[config.mk]
export PLATFORM = sky130hd
export DESIGN_NAME = rob_pair_flat
export DESIGN_NICKNAME = d
export VERILOG_FILES = /design/src/rtl/rob_pair_if.sv /design/src/rtl/rob_pair.sv /design/src/flat_wrapper.sv
export SDC_FILE = /design/constraint.sdc
export NUM_CORES = 1
export LEC_CHECK = 0
export BUFFER_PORTS_ARGS = -buffer_cell sky130_fd_sc_hd__buf_2
export CAP_MARGIN = 20
export CORE_MARGIN = 1.5
export CORE_UTILIZATION = 50
export DETAILED_ROUTE_END_ITERATION = 8
export GPL_TIMING_DRIVEN = 1
export MAX_ROUTING_LAYER = met4
export PLACE_DENSITY = 0.81
export SYNTH_ARGS = -nofsm -noshare
export SYNTH_HDL_FRONTEND = slang
export SYNTH_SLANG_ARGS = --single-unit
[constraint.sdc]
create_clock -name clk_i -period 3.03 [get_ports clk_i]
set_clock_uncertainty 0.1 [all_clocks]
set_input_delay 0.4545 -clock clk_i [delete_from_list [all_inputs] [get_ports clk_i]]
set_output_delay 0.4545 -clock clk_i [all_outputs]
set_load 0.02 [all_outputs]
[src/rtl/rob_pair_if.sv]
// Port bundle for rob_pair: allocation, writeback, commit-window and status signals.
// master = issue/writeback/commit side, slave = the reorder buffer.
interface rob_pair_if #(
  parameter int DEPTH = 8,
  parameter int RD_W  = 5
);
  localparam int TAG_W = $clog2(DEPTH);

  // Handshakes: an allocation is taken on a rising edge where alloc0_valid_i and
  // alloc_ready_o are both high (alloc1 rides along only with alloc0); ready never
  // depends on valid. A retire happens on an edge where commitN_i is high and the
  // matching valid_exN_o/complete_exN_o are high, commit1 only together with commit0.
  logic              flush_i;
  logic              alloc0_valid_i;
  logic              alloc1_valid_i;
  logic [RD_W-1:0]   alloc0_rd_i;
  logic [RD_W-1:0]   alloc1_rd_i;
  logic              alloc_ready_o;
  logic [TAG_W-1:0]  alloc0_tag_o;
  logic [TAG_W-1:0]  alloc1_tag_o;
  logic              wb0_valid_i;
  logic [TAG_W-1:0]  wb0_tag_i;
  logic              wb1_valid_i;
  logic [TAG_W-1:0]  wb1_tag_i;
  logic              valid_ex0_o;
  logic              valid_ex1_o;
  logic              complete_ex0_o;
  logic              complete_ex1_o;
  logic [RD_W-1:0]   head_rd0_o;
  logic [RD_W-1:0]   head_rd1_o;
  logic              commit0_i;
  logic              commit1_i;
  logic [TAG_W:0]    count_o;

  modport master (
    output flush_i, alloc0_valid_i, alloc1_valid_i, alloc0_rd_i, alloc1_rd_i,
    output wb0_valid_i, wb0_tag_i, wb1_valid_i, wb1_tag_i, commit0_i, commit1_i,
    input  alloc_ready_o, alloc0_tag_o, alloc1_tag_o, valid_ex0_o, valid_ex1_o,
    input  complete_ex0_o, complete_ex1_o, head_rd0_o, head_rd1_o, count_o
  );

  modport slave (
    input  flush_i, alloc0_valid_i, alloc1_valid_i, alloc0_rd_i, alloc1_rd_i,
    input  wb0_valid_i, wb0_tag_i, wb1_valid_i, wb1_tag_i, commit0_i, commit1_i,
    output alloc_ready_o, alloc0_tag_o, alloc1_tag_o, valid_ex0_o, valid_ex1_o,
    output complete_ex0_o, complete_ex1_o, head_rd0_o, head_rd1_o, count_o
  );
endinterface

[src/rtl/rob_pair.sv]
// Two-wide in-order completion tracker: allocates in pairs, records out-of-order
// writebacks, exposes the oldest two entries to commit and retires them in order.
module rob_pair #(
  parameter int DEPTH = 8,
  parameter int RD_W  = 5
) (
  input logic       clk_i,
  input logic       rst_i,
  rob_pair_if.slave bus
);
  localparam int TAG_W = $clog2(DEPTH);
  localparam int PTR_W = TAG_W + 1;

  logic [DEPTH-1:0] valid_q;
  logic [DEPTH-1:0] complete_q;
  logic [RD_W-1:0]  rd_q [DEPTH];
  logic [PTR_W-1:0] head_q;
  logic [PTR_W-1:0] tail_q;

  logic [PTR_W-1:0] count;
  logic [TAG_W-1:0] hidx0, hidx1, tidx0, tidx1;
  logic             alloc_ready;
  logic             vex0, vex1, cex0, cex1;
  logic             acc0, acc1, ret0, ret1;

  // Pointers carry one extra wrap bit so full and empty are distinguishable.
  assign count       = tail_q - head_q;
  assign hidx0       = head_q[TAG_W-1:0];
  assign hidx1       = hidx0 + TAG_W'(1);
  assign tidx0       = tail_q[TAG_W-1:0];
  assign tidx1       = tidx0 + TAG_W'(1);
  assign alloc_ready = (count <= PTR_W'(DEPTH - 2));

  assign vex0 = valid_q[hidx0];
  assign vex1 = valid_q[hidx1];
  assign cex0 = complete_q[hidx0];
  assign cex1 = complete_q[hidx1];

  assign acc0 = bus.alloc0_valid_i && alloc_ready;
  assign acc1 = acc0 && bus.alloc1_valid_i;
  // Commit sees only the registered complete bits; a same-cycle writeback waits a cycle.
  assign ret0 = bus.commit0_i && vex0 && cex0;
  assign ret1 = bus.commit1_i && ret0 && vex1 && cex1;

  assign bus.alloc_ready_o  = alloc_ready;
  assign bus.alloc0_tag_o   = tidx0;
  assign bus.alloc1_tag_o   = tidx1;
  assign bus.valid_ex0_o    = vex0;
  assign bus.valid_ex1_o    = vex1;
  assign bus.complete_ex0_o = cex0;
  assign bus.complete_ex1_o = cex1;
  assign bus.head_rd0_o     = vex0 ? rd_q[hidx0] : '0;
  assign bus.head_rd1_o     = vex1 ? rd_q[hidx1] : '0;
  assign bus.count_o        = count;

  always_ff @(posedge clk_i or posedge rst_i) begin
    if (rst_i) begin
      valid_q    <= '0;
      complete_q <= '0;
      head_q     <= '0;
      tail_q     <= '0;
    end else if (bus.flush_i) begin
      valid_q    <= '0;
      complete_q <= '0;
      head_q     <= '0;
      tail_q     <= '0;
    end else begin
      if (bus.wb0_valid_i && valid_q[bus.wb0_tag_i]) complete_q[bus.wb0_tag_i] <= 1'b1;
      if (bus.wb1_valid_i && valid_q[bus.wb1_tag_i]) complete_q[bus.wb1_tag_i] <= 1'b1;
      if (ret0) begin
        valid_q[hidx0]    <= 1'b0;
        complete_q[hidx0] <= 1'b0;
      end
      if (ret1) begin
        valid_q[hidx1]    <= 1'b0;
        complete_q[hidx1] <= 1'b0;
      end
      // Tail slots are never the head slots: ready guarantees two free entries.
      if (acc0) begin
        valid_q[tidx0]    <= 1'b1;
        complete_q[tidx0] <= 1'b0;
      end
      if (acc1) begin
        valid_q[tidx1]    <= 1'b1;
        complete_q[tidx1] <= 1'b0;
      end
      head_q <= head_q + PTR_W'(ret0) + PTR_W'(ret1);
      tail_q <= tail_q + PTR_W'(acc0) + PTR_W'(acc1);
    end
  end

  // Destination registers are payload only; valid gating makes reset of them unnecessary.
  always_ff @(posedge clk_i) begin
    if (acc0) rd_q[tidx0] <= bus.alloc0_rd_i;
    if (acc1) rd_q[tidx1] <= bus.alloc1_rd_i;
  end
endmodule
[src/flat_wrapper.sv]
// flat-port wrapper written by rule: the top's interface ports become plain ports
module rob_pair_flat 
#(
  parameter int DEPTH = 8,
  parameter int RD_W  = 5
)
  (clk_i, rst_i, bus_flush_i, bus_alloc0_valid_i, bus_alloc1_valid_i, bus_alloc0_rd_i, bus_alloc1_rd_i, bus_wb0_valid_i, bus_wb0_tag_i, bus_wb1_valid_i, bus_wb1_tag_i, bus_commit0_i, bus_commit1_i, bus_alloc_ready_o, bus_alloc0_tag_o, bus_alloc1_tag_o, bus_valid_ex0_o, bus_valid_ex1_o, bus_complete_ex0_o, bus_complete_ex1_o, bus_head_rd0_o, bus_head_rd1_o, bus_count_o);
  rob_pair_if #(.DEPTH(DEPTH), .RD_W(RD_W)) bus_i ();
  input logic clk_i;
  input logic rst_i;
  input wire logic [$bits(bus_i.flush_i)-1:0] bus_flush_i;
  input wire logic [$bits(bus_i.alloc0_valid_i)-1:0] bus_alloc0_valid_i;
  input wire logic [$bits(bus_i.alloc1_valid_i)-1:0] bus_alloc1_valid_i;
  input wire logic [$bits(bus_i.alloc0_rd_i)-1:0] bus_alloc0_rd_i;
  input wire logic [$bits(bus_i.alloc1_rd_i)-1:0] bus_alloc1_rd_i;
  input wire logic [$bits(bus_i.wb0_valid_i)-1:0] bus_wb0_valid_i;
  input wire logic [$bits(bus_i.wb0_tag_i)-1:0] bus_wb0_tag_i;
  input wire logic [$bits(bus_i.wb1_valid_i)-1:0] bus_wb1_valid_i;
  input wire logic [$bits(bus_i.wb1_tag_i)-1:0] bus_wb1_tag_i;
  input wire logic [$bits(bus_i.commit0_i)-1:0] bus_commit0_i;
  input wire logic [$bits(bus_i.commit1_i)-1:0] bus_commit1_i;
  output wire logic [$bits(bus_i.alloc_ready_o)-1:0] bus_alloc_ready_o;
  output wire logic [$bits(bus_i.alloc0_tag_o)-1:0] bus_alloc0_tag_o;
  output wire logic [$bits(bus_i.alloc1_tag_o)-1:0] bus_alloc1_tag_o;
  output wire logic [$bits(bus_i.valid_ex0_o)-1:0] bus_valid_ex0_o;
  output wire logic [$bits(bus_i.valid_ex1_o)-1:0] bus_valid_ex1_o;
  output wire logic [$bits(bus_i.complete_ex0_o)-1:0] bus_complete_ex0_o;
  output wire logic [$bits(bus_i.complete_ex1_o)-1:0] bus_complete_ex1_o;
  output wire logic [$bits(bus_i.head_rd0_o)-1:0] bus_head_rd0_o;
  output wire logic [$bits(bus_i.head_rd1_o)-1:0] bus_head_rd1_o;
  output wire logic [$bits(bus_i.count_o)-1:0] bus_count_o;
  assign bus_i.flush_i = bus_flush_i;
  assign bus_i.alloc0_valid_i = bus_alloc0_valid_i;
  assign bus_i.alloc1_valid_i = bus_alloc1_valid_i;
  assign bus_i.alloc0_rd_i = bus_alloc0_rd_i;
  assign bus_i.alloc1_rd_i = bus_alloc1_rd_i;
  assign bus_i.wb0_valid_i = bus_wb0_valid_i;
  assign bus_i.wb0_tag_i = bus_wb0_tag_i;
  assign bus_i.wb1_valid_i = bus_wb1_valid_i;
  assign bus_i.wb1_tag_i = bus_wb1_tag_i;
  assign bus_i.commit0_i = bus_commit0_i;
  assign bus_i.commit1_i = bus_commit1_i;
  assign bus_alloc_ready_o = bus_i.alloc_ready_o;
  assign bus_alloc0_tag_o = bus_i.alloc0_tag_o;
  assign bus_alloc1_tag_o = bus_i.alloc1_tag_o;
  assign bus_valid_ex0_o = bus_i.valid_ex0_o;
  assign bus_valid_ex1_o = bus_i.valid_ex1_o;
  assign bus_complete_ex0_o = bus_i.complete_ex0_o;
  assign bus_complete_ex1_o = bus_i.complete_ex1_o;
  assign bus_head_rd0_o = bus_i.head_rd0_o;
  assign bus_head_rd1_o = bus_i.head_rd1_o;
  assign bus_count_o = bus_i.count_o;
  rob_pair #(.DEPTH(DEPTH), .RD_W(RD_W)) u_core (.clk_i(clk_i), .rst_i(rst_i), .bus(bus_i));
endmodule
; ---- Yosys cells after proc, flatten, opt, wreduce, memory -nomap -nowiden
; Memory sizes are Yosys's and may differ from the RTL's.
; Index checks and enable logic that the tools add are counted.
; Widths: inputs -> output; s select.
[classes]
reduce_logical = 15
mux = 52
n_addsub = 7
n_lt_le_gt_ge = 13
bitwise = 14
[ops]
columns = cell, n
row1 = $mux 8, 20
row2 = $and 8x8->8, 6
row3 = $not 8->8, 4
row4 = $or 8x8->8, 4
row5 = $lt 3x4->1 const B, 6
row6 = $bmux 1 s3, 6
row7 = $demux 1 s3, 6
row8 = $ge 3x1->1 const B, 6
row9 = $add 4x1->4, 4
row10 = $mux 1, 16
row11 = $logic_and 1x1->1, 15
row12 = $mux 5, 2
row13 = $mux 4, 2
row14 = $add 3x1->3 const B, 2
row15 = $le 4x3->1 const B, 1
row16 = $sub 4x4->4, 1
[word_totals]
wordCells = 106
regBits = 24
out_inout_bits = 25
ram_bits = 40
mem_count = 1
inputBits = 25
[mem_list]
columns = name, depth, word_bits, read_ports, rd_clocked_by_memory_dff, wr, line_no
row1 = u_core.rd_q, 8, 5, 2, 0, 2, rob_pair.sv:16  ; logic [RD_W-1:0] rd_q [DEPTH];

; ---- Longest topological paths before layout
; Gate-level depths: netlist of the first run.
[depth]
word_depth = 22
depth_mapped = 14
ltp_nobuf = 13

; ---- Worst setup path before layout of the first run
; OpenSTA, ideal clock, no wires.
[synth_timing]
path_kind = reg2reg
start = register u_core.tail_q[0]
end = register u_core.tail_q[1]
setup_time_ps = 132
path_stages_with_launch = 13
required_time_ps = 2798
n_path_buf = 0
t_arrival_ps = 3187
synth_period_minus_slack_ps = 3419
path_slack_ps = -389
path_cell_list = dfrtp_1 > inv_1 > ha_1 > inv_1 > fa_1 > xor2_1 > a31oi_1 > and3_1 > xnor2_1 > ha_1 > or2_2 > ha_1 > nor2b_1
[synth_between]
elab_chain_len = 6
elab_cells_between_ends = 7
cone_classes = 3 x add/sub / 1 x order compare / 1 x mux / 2 x reduce/logical
[synth_lines]
columns = item, line_no
row1 = from (decl), rob_pair.sv:18  ; logic [PTR_W-1:0] tail_q;
row2 = from (signal assigned), rob_pair.sv:88  ; tail_q <= tail_q + PTR_W'(acc0) + PTR_W'(acc1);
row3 = $sub 4x4->4 *, rob_pair.sv:27  ; assign count = tail_q - head_q;
row4 = net bus_count_o[2], flat_wrapper.sv:31  ; output wire logic [$bits(bus_i.count_o)-1:0] bus_count_o;
row5 = $le 4x3->1 *, rob_pair.sv:32  ; assign alloc_ready = (count <= PTR_W'(DEPTH - 2));
row6 = $logic_and 1x1->1 *, rob_pair.sv:39  ; assign acc0 = bus.alloc0_valid_i && alloc_ready;
row7 = $add 4x1->4 or $logic_and 1x1->1 (tied branches), "rob_pair.sv:88, rob_pair.sv:40"
row8 = $add 4x1->4 *, rob_pair.sv:88
row9 = $mux 4 *, rob_pair.sv:62  ; end else if (bus.flush_i) begin
; Mark *: on every way through the listed nets, which the timed path passes. The rest lies on a longest branch.

; ---- Worst setup path in the final report of the first run
[layout_timing]
start = register u_core.head_q[0]
end = register u_core.head_q[3]
[layout_between]
elab_chain_len = 9
elab_cells_between_ends = 17
cone_classes = 3 x add/sub / 9 x mux / 5 x reduce/logical
[layout_lines]
columns = item, line_no
row1 = from (decl), rob_pair.sv:17  ; logic [PTR_W-1:0] head_q;
row2 = from (signal assigned), rob_pair.sv:87  ; head_q <= head_q + PTR_W'(ret0) + PTR_W'(ret1);
row3 = "parallel branches: the longest is 7 deep, another holds $add 4x1->4", -
row4 = $add 4x1->4 *, rob_pair.sv:87
row5 = $mux 4 *, rob_pair.sv:62
; Every way passes the cells marked *. The select of a mux whose other input is x is not followed.

==> reports/results.ini, run 1 <==
[synthesis]
ys_warn_count=0
synth-async-reset-ratio_pct=37.5
synth-seq-cells=64
synth.avg_cell_area_um2=10.6
synth_area_leader_cell=edfxtp_1
synth-edff-count=40
synth.distinct_cells=63
synthCells=426
yosysMostFrequentCell=nand2_1
syn-cell-area_um2=4500
synthTopCellsByCount=61 x nand2_1, 40 x edfxtp_1, 35 x mux2_2
seq_area_frac_synth_pct=40.1
synth_top_area_share_pct=26.7
synth_top_flop_cell=edfxtp_1
syn-num-nets=461
synth_area_leaders=edfxtp_1 27%, dfrtp_1 13%, mux4_2 10%, mux2_2 8.8%, nand2_1 5.1%

[floorplan]
core-area_um2=8720
row_count=34
start_util_pct=51.6
dieWidth_um=97.8
io_pins=50
die_h_um=97.8
dieArea_um2=9570

[global_route]
grt_first_pass_wirelength_um=20700
overflow=0
grt_pass1_vias=4043
grt_antenna_before_repair=0
grt_use_total_pct=28.5
grt_max_degree=28

[place]
placed_area_um2=5140
dp_hpwl_um=9440
io_buffers=49
place.gp.congestion=0.971

[timing]
period_minus_slack_ns=3.04
slew_headroom_pct=35.7
setup_tns_ns=-0.00977
timing.final.hold_violations=0
setup_violations=1
post-route-worst-setup-slack_ns=-0.00977
drv_slew=0
clock.fmax_mhz=329
min_period_over_period_pct=100
worst_pin_slew_ns=0.963
rsz0062_at_grt=true

[pwr]
power.internal_mw=2.10
total_power_mw=3.35
p_clk_share_pct=25.2
p_comb_share_pct=40.3
p_seq_share_pct=34.5
power.leakage_nw=2.21
ir_drop_mv=0.315
switchingPower_mw=1.25
power_density_nw_per_um2=610
p_sw_share_pct=37.3

[critical_path]
end_kind=flip-flop
worstSetupPathType=flip-flop to flip-flop
worstPathArrival_ns=3.23
r2r_start=u_core.head_q[0]
path_max_fanout=4
crit_required_ns=3.22
critPathLaunch=u_core.head_q[0]
startpoint_type=flip-flop

[status]
outcome=finished, violations left
violations=negative setup slack

[routing]
via_count=4093
drc_errors=0
vias_per_cell=6.57
drt_iter0_drc=478
drt.antenna.violating_nets=0
drt_first_pass_iters=5
totalWireLength_um=13200
wl_per_cell_um=21.2

[clock_tree]
ctsHtreeMaxLevel=3
cts_hold_buffers=0
cts_root_buffer=clkbuf_8
clkLatencyLatePin_ns=0.35
clock_path_buffers=2
cts.sinks=64
cts_buffers=9
path_clk_slew_ns=0.08
cts_tree=done

[final_layout]
area_growth_pct=22.2
nets=545
utilization_pct=63.0
antenna_cells=0
drive_above_1_share_pct=41.0
stdcell_area_um2=5500

[run]
cap_violations=0

[hold_path]
min_path_type=input port to asynchronous set/reset pin

==> worst max-delay path, stage by stage (launching register included) <==
cell      delay [ns]
dfrtp_2         0.45
ha_4            0.20
xnor2_4         0.25
mux2_4          0.33
a211o_4         0.35
clkinv_4        0.06
nand2_4         0.04
or3_4           0.33
fa_2            0.36
or3_4           0.38
a21oi_2         0.11
==> final cells by class <==
| type | instances | area, um^2 |
|---|---|---|
| sequential | 64 | 1810 |
| multi-input combinational | 320 | 2640 |
| timing repair buffer | 97 | 621 |
| inverter | 18 | 72.6 |
| fill | 638 | 3230 |
| clock inverter | 7 | 103 |
| tap | 108 | 135 |
| clock buffer | 9 | 124 |
==> power by group through the flow <==
stage / Sequential, mW / Clock (mW) / Combinational [mW]
after floorplan: 1.15 / 0 / 0.826
after global placement: 1.16 / 0 / 1.23
after detailed placement: 1.17 / 0 / 1.28
after CTS: 1.15 / 0.846 / 1.29
after global routing: 1.17 / 0.893 / 1.43
final: 1.16 / 0.845 / 1.35
==> registers in the layout, summed over array words and instances, names as in the netlist <==
register,count
u_core.rd_q,40
u_core.tail_q,4
u_core.valid_q,8
u_core.complete_q,8
u_core.head_q,4
==> metal layers <==
metal  routed length [um]  GRT usage, %
met1                 4650          33.0
met2                 6410          44.9
met3                 1410          7.30
met4                  751          16.3
met5                    0             -
==> repair_timing <==
item                       4_1_cts  5_1_grt
setup endpoints to repair        7       21
buffers inserted                 0        4
cloned                           0        0
pin swaps                        1        5
resized for setup                3       18
==> layout by cell type (no fill, tap or decap), types with 3 or more instances in the layout <==
cell	Yosys	layout
and3_1	5	4
nor2_1	21	20
nand2b_1	7	7
nor2b_1	7	7
clkinv_4	1	3
ha_1	8	5
o21ai_0	10	9
clkbuf_8	0	9
a21oi_1	25	22
a2111oi_1	3	3
buf_2	5	48
edfxtp_1	40	40
xnor2_1	4	4
dfrtp_2	0	3
mux2_2	35	33
nand3_1	14	14
inv_2	1	4
mux2_4	1	3
mux4_2	20	20
mux2i_1	8	8
inv_1	16	13
nor3_1	12	12
a21oi_2	0	3
or3_1	8	5
or2_2	4	4
o31ai_1	5	4
dfrtp_1	24	21
nor4_1	5	5
o22ai_1	8	8
buf_4	5	48
nand2_1	61	61
nor4b_1	3	3
or3_4	0	3
==> path summary, 6_finish.rpt <==
check,end,slack (ns),cells past startpoint
min,u_core.tail_q[1],0.21,2
min reg2reg,u_core.valid_q[5],0.49,2
max,u_core.head_q[3],-0.01,10
min in group clk_i,u_core.rd_q[6][2],0.36,3
max in group asynchronous,u_core.head_q[0],1.97,2
max reg2reg,u_core.head_q[3],-0.01,10
==> through the flow <==
step | instances | setup WS (ns) | hold WS [ns]
global route | 623 | -0.0955 | 0.294
floorplan | 426 | -0.0131 | 0.369
CTS | 619 | 0.00342 | 0.245
global placement | 603 | 0.0554 | 0.465
detailed placement | 603 | -0.0186 | 0.471
finish | 623 | -0.00977 | 0.213
==> cells by family after synthesis <==
| family | count (synthesis) | share of synthesized area, % |
|---|---|---|
| AOI/OAI and AO/OA | 76 | 11.5 |
| muxes | 65 | 21.2 |
| buffers and inverters | 42 | 4.51 |
| and+or+nand+nor | 161 | 17.9 |
| adders and majority gates | 10 | 3.12 |
| DFF | 64 | 40.1 |
| xor gates and xnor gates | 8 | 1.72 |
(Power assumes the default switching activity.)
==> inputs of run 2 (changes only) <==
ABC_AREA = 1   (was not set)
==> run 2 against run 1 <==
The flow now finishes without violations. Via count increased by 19%. Hold slack improved by 0.18 ns. Critical path depth increased by 1. Utilization decreased by 4.7 points. Cell count increased by 43%. Highest routed layer unchanged.
==> reports/results.ini, run 2 <==
[timing]
setup_tns_ns=0  ; +0.00977 ns
min_period_over_period_pct=98.3  ; -2.0 points
rsz0062_at_grt=true
worst_pin_slew_ns=0.698  ; -0.264 ns
timing.final.hold_violations=0  ; unchanged
slew_headroom_pct=53.3  ; +18 points
whs_ns=0.390  ; +0.178 ns
drv_slew=0  ; unchanged
clock.fmax_mhz=336  ; +2.1%
period_minus_slack_ns=2.98  ; -0.0621 ns
setup_violations=0  ; -1

[run]
cap_violations=0  ; unchanged

[floorplan]
dieWidth_um=101  ; +3.6%
row_count=35  ; +2.9%
die_h_um=101  ; +3.6%
dieArea_um2=10300  ; +7.4%
io_pins=50  ; unchanged
core-area_um2=9330  ; +7.0%
start_util_pct=51.9  ; +0.32 points

[final_layout]
final_common_cell=nand2_1
largest_register_ffs=40  ; unchanged
reg_top3=u_core.rd_q (40), u_core.complete_q (8), u_core.valid_q (8)
area_growth_pct=12.3
regMostFlops=u_core.rd_q
final-instance-count-excl-fill=892  ; +43%
antenna_cells=0  ; unchanged
final_cell_mix=238 x nand2_1, 100 x inv_1, 59 x o21ai_0
drive_above_1_share_pct=14.7  ; -26 points
nets=794  ; +46%

[hold_path]
min_path_type=input port to flip-flop
whs_path_depth=3

[routing]
totalWireLength_um=14500  ; +9.7%
via_count=4886  ; +19%
drt.antenna.violating_nets=0  ; unchanged
wl_per_cell_um=16.3  ; -23%
drc_errors=0  ; unchanged
drt_first_pass_iters=6  ; +1
drt_iter0_drc=427  ; -11%
vias_per_cell=5.48  ; -17%

[global_route]
grt_pass1_vias=4376  ; +8.2%
grt_antenna_before_repair=0  ; unchanged
overflow=0  ; unchanged
grt_max_degree=25  ; -11%
grt_first_pass_wirelength_um=22900  ; +10%
grt_use_total_pct=30.5  ; +2.0 points

[synthesis]
ys_warn_count=0  ; unchanged
synth_top_family_by_area=simple AND/OR/NAND/NOR gates
synthTopCellsByCount=239 x nand2_1, 102 x inv_1, 62 x o21ai_0
syn-cell-area_um2=4840  ; +7.6%
seq_area_frac_synth_pct=37.2  ; -2.8 points
synthCells=705  ; +65%
synth_top_flop_cell=edfxtp_1
synth.distinct_cells=38  ; -40%
synth_compound_area_share_pct=14.7  ; +3.2 points
synth.avg_cell_area_um2=6.87  ; -35%
synthMuxAreaShare_pct=0  ; -21 points
synth_area_leader_cell=edfxtp_1
synth-async-reset-ratio_pct=37.5  ; unchanged
synth_area_leaders=edfxtp_1 25%, nand2_1 19%, dfrtp_1 12%, inv_1 7.9%, o21ai_0 6.4%
yosysMostFrequentCell=nand2_1
yosys.area_share.simple_pct=31.3  ; +13 points
synth_top_area_share_pct=24.8  ; -1.9 points
synth_xor_area_share_pct=1.09  ; -0.64 points
synthAdderAreaFrac_pct=2.89  ; -0.22 points
syn-num-nets=740  ; +61%
synth-seq-cells=64  ; unchanged
synth-edff-count=40  ; unchanged

[clock_tree]
cts_root_buffer=clkbuf_8
cts.sinks=64  ; unchanged
clkLatencyLatePin_ns=0.36  ; about the same
cts_buffers=9  ; unchanged
ctsHtreeMaxLevel=3  ; unchanged
cts_tree=done
clock_path_buffers=2  ; unchanged
path_clk_slew_ns=0.07  ; about the same
cts_setup_buffers=0  ; unchanged

[status]
outcome=completed

[place]
io_buffers=49  ; unchanged
dpl.cell_count=875  ; +45%
place.gp.congestion=1.07  ; +10%
dp_hpwl_um=11400  ; +21%

[critical_path]
startpoint_type=flip-flop
crit_required_ns=2.48  ; -0.74 ns
path_max_fanout=8  ; +4
worstSetupPathType=flip-flop to primary output
worstPathArrival_ns=2.42  ; -0.81 ns
end_kind=primary output
rr_worst_depth=14  ; +4
rrSetupSlack_ns=0.25  ; +0.26 ns

[pwr]
power_density_nw_per_um2=586  ; -4.0%
total_power_mw=3.18  ; -5.0%
power.leakage_nw=2.70  ; +22%
ir_drop_mv=0.402  ; +27%

## run 2: cell types whose count changed in the layout (fill, tap and decap cells not counted), sizes merged, moves of 20 or more
cell / change
inv: +92
o21ai: +57
nor2: +39
nand2: +183
buf: -28
mux4: -20
mux2: -36
## run 2: logic make-up after synthesis
logic type               Yosys count
XOR/XNOR                           6
flip-flops                        64
AO/OA/AOI/OAI                    125
buffers and inverters            138
AND/OR/NAND/NOR                  362
adder cells (fa/ha/maj)           10
## run 2: area by class of cell
class | instances | area [um^2]
fill | 865 | 3890
inverter | 111 | 417
clock inverter | 5 | 58.8
tap | 129 | 161
timing repair buffer | 70 | 425
multi-input combinational | 503 | 2440
clock buffer | 10 | 128
sequential | 64 | 1800
## run 2: per-layer routing
metal	vias up	share of wire [%]	global-route usage, %
met5	-	0	-
met4	0	2.4	11.1
met3	31	8.9	4.14
met2	231	45	44.6
met1	2239	44	43.3
li1	2385	-	-
## run 2: what timing repair did
action | in CTS | in global routing
endpoints found under the hold margin | 0 | 5
resized for setup | 2 | 10
hold buffers | 0 | 1
endpoints found under the setup margin | 2 | 8
## run 2: where the power goes
group	internal, mW	switching [mW]	leakage [nW]	total (mW)
registers	1.10	0.107	0.694	1.20
logic	0.391	0.858	1.92	1.25
clock network	0.376	0.355	0.0900	0.731
## run 2: worst max-delay path: stages, from the launching register on
cell and delay (ns):
dfrtp_1 0.45, buf_4 0.19, ha_2 0.40, inv_2 0.09, nand2_1 0.10, nor2_1 0.05, buf_4 0.18, nand2_1 0.06
o2111ai_1 0.11, o21ai_1 0.23, inv_1 0.06, buf_2 0.16
## run 2: worst paths after layout
kind / from / end
setup / recovery: u_core.head_q[1] / bus_head_rd1_o[4]
hold / removal: bus_alloc0_rd_i[2] / u_core.rd_q[5][2]
setup reg to reg: u_core.head_q[0] / u_core.tail_q[2]
hold reg to reg: u_core.head_q[3] / u_core.head_q[3]
max in group asynchronous: rst_i / u_core.head_q[0]
min in group asynchronous: rst_i / u_core.complete_q[6]
## run 2: metrics by stage
| stage | util (%) | instance area (um^2) | worst slack [ns] |
|---|---|---|---|
| after floorplan | - | 4840 | 0.0768 |
| after global placement | 55.6 | 5190 | 0.197 |
| after detailed placement | 55.6 | 5190 | 0.0896 |
| after CTS | 57.6 | 5380 | 0.0206 |
| after global routing | 58.3 | 5440 | -0.0351 |
| final | 58.3 | 5440 | 0.0523 |
==> inputs of run 3 (changes only) <==
PLACE_DENSITY = 0.72   (was 0.81)
==> run 3 against run 2 <==
Hold slack got worse by 0.35 ns. Cell area increased by 1.2%. Sequential share of layout area decreased by 0.36 points. Worst setup slack improved by 0.073 ns. Total power increased by 4.3%. Clock power increased by 15%. Sequential power about the same. Non-clock buffer count increased by 4. Flip-flop and latch count unchanged. Die area unchanged.
==> reports/results.ini, run 3 (synthesized netlist as in run 2, its figures left out) <==
[timing]
clock.fmax_mhz=344  ; +2.5%
worst_pin_slew_ns=0.716  ; +0.0174 ns
slew_headroom_pct=52.1  ; -1.2 points
drv_slew=0  ; unchanged
period_minus_slack_ns=2.90  ; -0.0732 ns
timing.final.hold_violations=0  ; unchanged
post-route-worst-setup-slack_ns=0.126  ; +0.0732 ns
min_period_over_period_pct=95.9  ; -2.4 points
setup_violations=0  ; unchanged

[run]
cap_violations=0  ; unchanged

[pwr]
switchingPower_mw=1.36  ; +2.7%
power.internal_mw=1.96  ; +5.4%
p_clk_share_pct=25.3  ; +2.3 points
ir_drop_mv=0.578  ; +44%
p_comb_share_pct=38.2  ; -1.0 points
p_seq_share_pct=36.5  ; -1.3 points
power.leakage_nw=2.75  ; +1.7%
p_sw_share_pct=40.8  ; -0.63 points
total_power_mw=3.32  ; +4.3%
power_density_nw_per_um2=604  ; +3.1%

[clock_tree]
ctsHtreeMaxLevel=3  ; unchanged
cts_root_buffer=clkbuf_8
path_clk_slew_ns=0.08  ; about the same
cts_setup_buffers=0  ; unchanged
cts.repair.resized=1  ; -1
cts_tree=done
cts.sinks=64  ; unchanged
cts_buffers=9  ; unchanged
clkLatencyLatePin_ns=0.35  ; about the same
clock_path_buffers=2  ; unchanged
cts_hold_buffers=0  ; unchanged

[global_route]
grt_first_pass_wirelength_um=23500  ; +2.8%
grt_antenna_before_repair=0  ; unchanged
grt_use_total_pct=31.8  ; +1.3 points
grt_max_degree=25  ; unchanged
grt_pass1_vias=4437  ; +1.4%
overflow=0  ; unchanged

[routing]
drt.antenna.violating_nets=0  ; unchanged
routed.top_layer=met4
drt_first_pass_iters=5  ; -1
vias_per_cell=5.41  ; -1.3%
totalWireLength_um=15000  ; +3.2%
wl_per_cell_um=16.7  ; +2.6%
drt_iter0_drc=307  ; -28%
via_count=4851  ; -0.72%
met1_length_um=6820  ; +7.7%
drc_errors=0  ; unchanged
wl_met3_um=1200  ; -7.5%
met2_length_um=6710  ; +2.9%

[critical_path]
r2r_start=u_core.head_q[0]
path_max_fanout=13  ; +5
crit_required_ns=2.48  ; about the same
worstPathArrival_ns=2.35  ; -0.07 ns
worstSetupPathType=flip-flop to primary output
startpoint_type=flip-flop
rr_worst_depth=14  ; unchanged
end_kind=primary output
rrSetupSlack_ns=0.20  ; -0.05 ns
reg2reg_to=u_core.tail_q[2]

[final_layout]
final_common_cell=nand2_1
reg_top3=u_core.rd_q (40), u_core.complete_q (8), u_core.valid_q (8)
nets=798  ; +0.50%
largest_register_ffs=40  ; unchanged
multiInputGateArea_um2=2450  ; +0.31%
final_cell_mix=237 x nand2_1, 102 x inv_1, 61 x o21ai_0
utilization_pct=59.0  ; +0.68 points
final.fill_count=925  ; +6.9%
regArea_um2=1800  ; about the same
drive_above_1_share_pct=15.5  ; +0.82 points
antenna_cells=0  ; unchanged
regMostFlops=u_core.rd_q
area_growth_pct=13.6

[status]
outcome=completed

[floorplan]
dieArea_um2=10300  ; unchanged
start_util_pct=51.9  ; unchanged
io_pins=50  ; unchanged
core-area_um2=9330  ; unchanged
row_count=35  ; unchanged
die_h_um=101  ; unchanged
dieWidth_um=101  ; unchanged

[place]
io_buffers=49  ; unchanged
place.gp.congestion=1.04  ; -2.5%
dp_hpwl_um=12100  ; +5.8%
dp_slack_ns=0.103  ; +0.0133 ns

[hold_path]
min_path_type=input port to asynchronous set/reset pin

[run 3: through the flow]
stage	setup TNS (ns)	hold WS, ns	cell area [um^2]	cells
3_5_place_dp	0	0.429	5230	880
6_report	0	0.0436	5500	897
3_3_place_gp	0	0.408	5230	880
2_1_floorplan	0	0.369	4840	705
4_1_cts	0	0.226	5450	896
5_1_grt	-0.00557	0.0717	5500	897
[run 3: per-layer routing]
layer / track usage, % / up-vias
li1: - / 2392
met1: 45.0 / 2234
met2: 47.6 / 203
met3: 5.52 / 22
met4: 8.12 / 0
met5: - / -
[run 3: critical path, cell delays in order (launching register included)]
cell and delay [ns]:
dfrtp_2 0.47, inv_2 0.17, buf_4 0.20, nor3_2 0.49
nand2_1 0.11, nand2_1 0.08, a21oi_1 0.04, a31o_1 0.24
inv_1 0.05, buf_2 0.15
[run 3: worst max-delay path by stage]
| stage | startpoint | end | slack (ns) | depth (start not counted) |
|---|---|---|---|---|
| floorplan | u_core.tail_q[0] | u_core.tail_q[2] | 0.08 | 15 |
| global placement | u_core.head_q[0] | u_core.tail_q[2] | 0.22 | 14 |
| detailed placement | u_core.head_q[0] | u_core.tail_q[2] | 0.10 | 14 |
| CTS | u_core.head_q[0] | bus_head_rd0_o[4] | 0.04 | 9 |
| global route | u_core.head_q[0] | bus_head_rd1_o[1] | -0.006 | 12 |
| finish | u_core.head_q[0] | bus_head_rd0_o[4] | 0.13 | 9 |
[run 3: power groups by stage]
stage / registers, mW / clock network, mW / logic [mW]
floorplan: 1.17 / 0 / 0.903
global placement: 1.22 / 0 / 1.23
detailed placement: 1.22 / 0 / 1.26
CTS: 1.20 / 0.849 / 1.26
global route: 1.22 / 0.873 / 1.42
finish: 1.21 / 0.840 / 1.27
[run 3: cell type report]
type	count	share of cell area [%]
Tap cell	129	2.94
Clock inverter	7	1.87
Clock buffer	9	2.25
Inverter	111	7.58
Multi-Input combinational cell	503	44.6
Sequential cell	64	32.8
Timing Repair Buffer	74	8.01
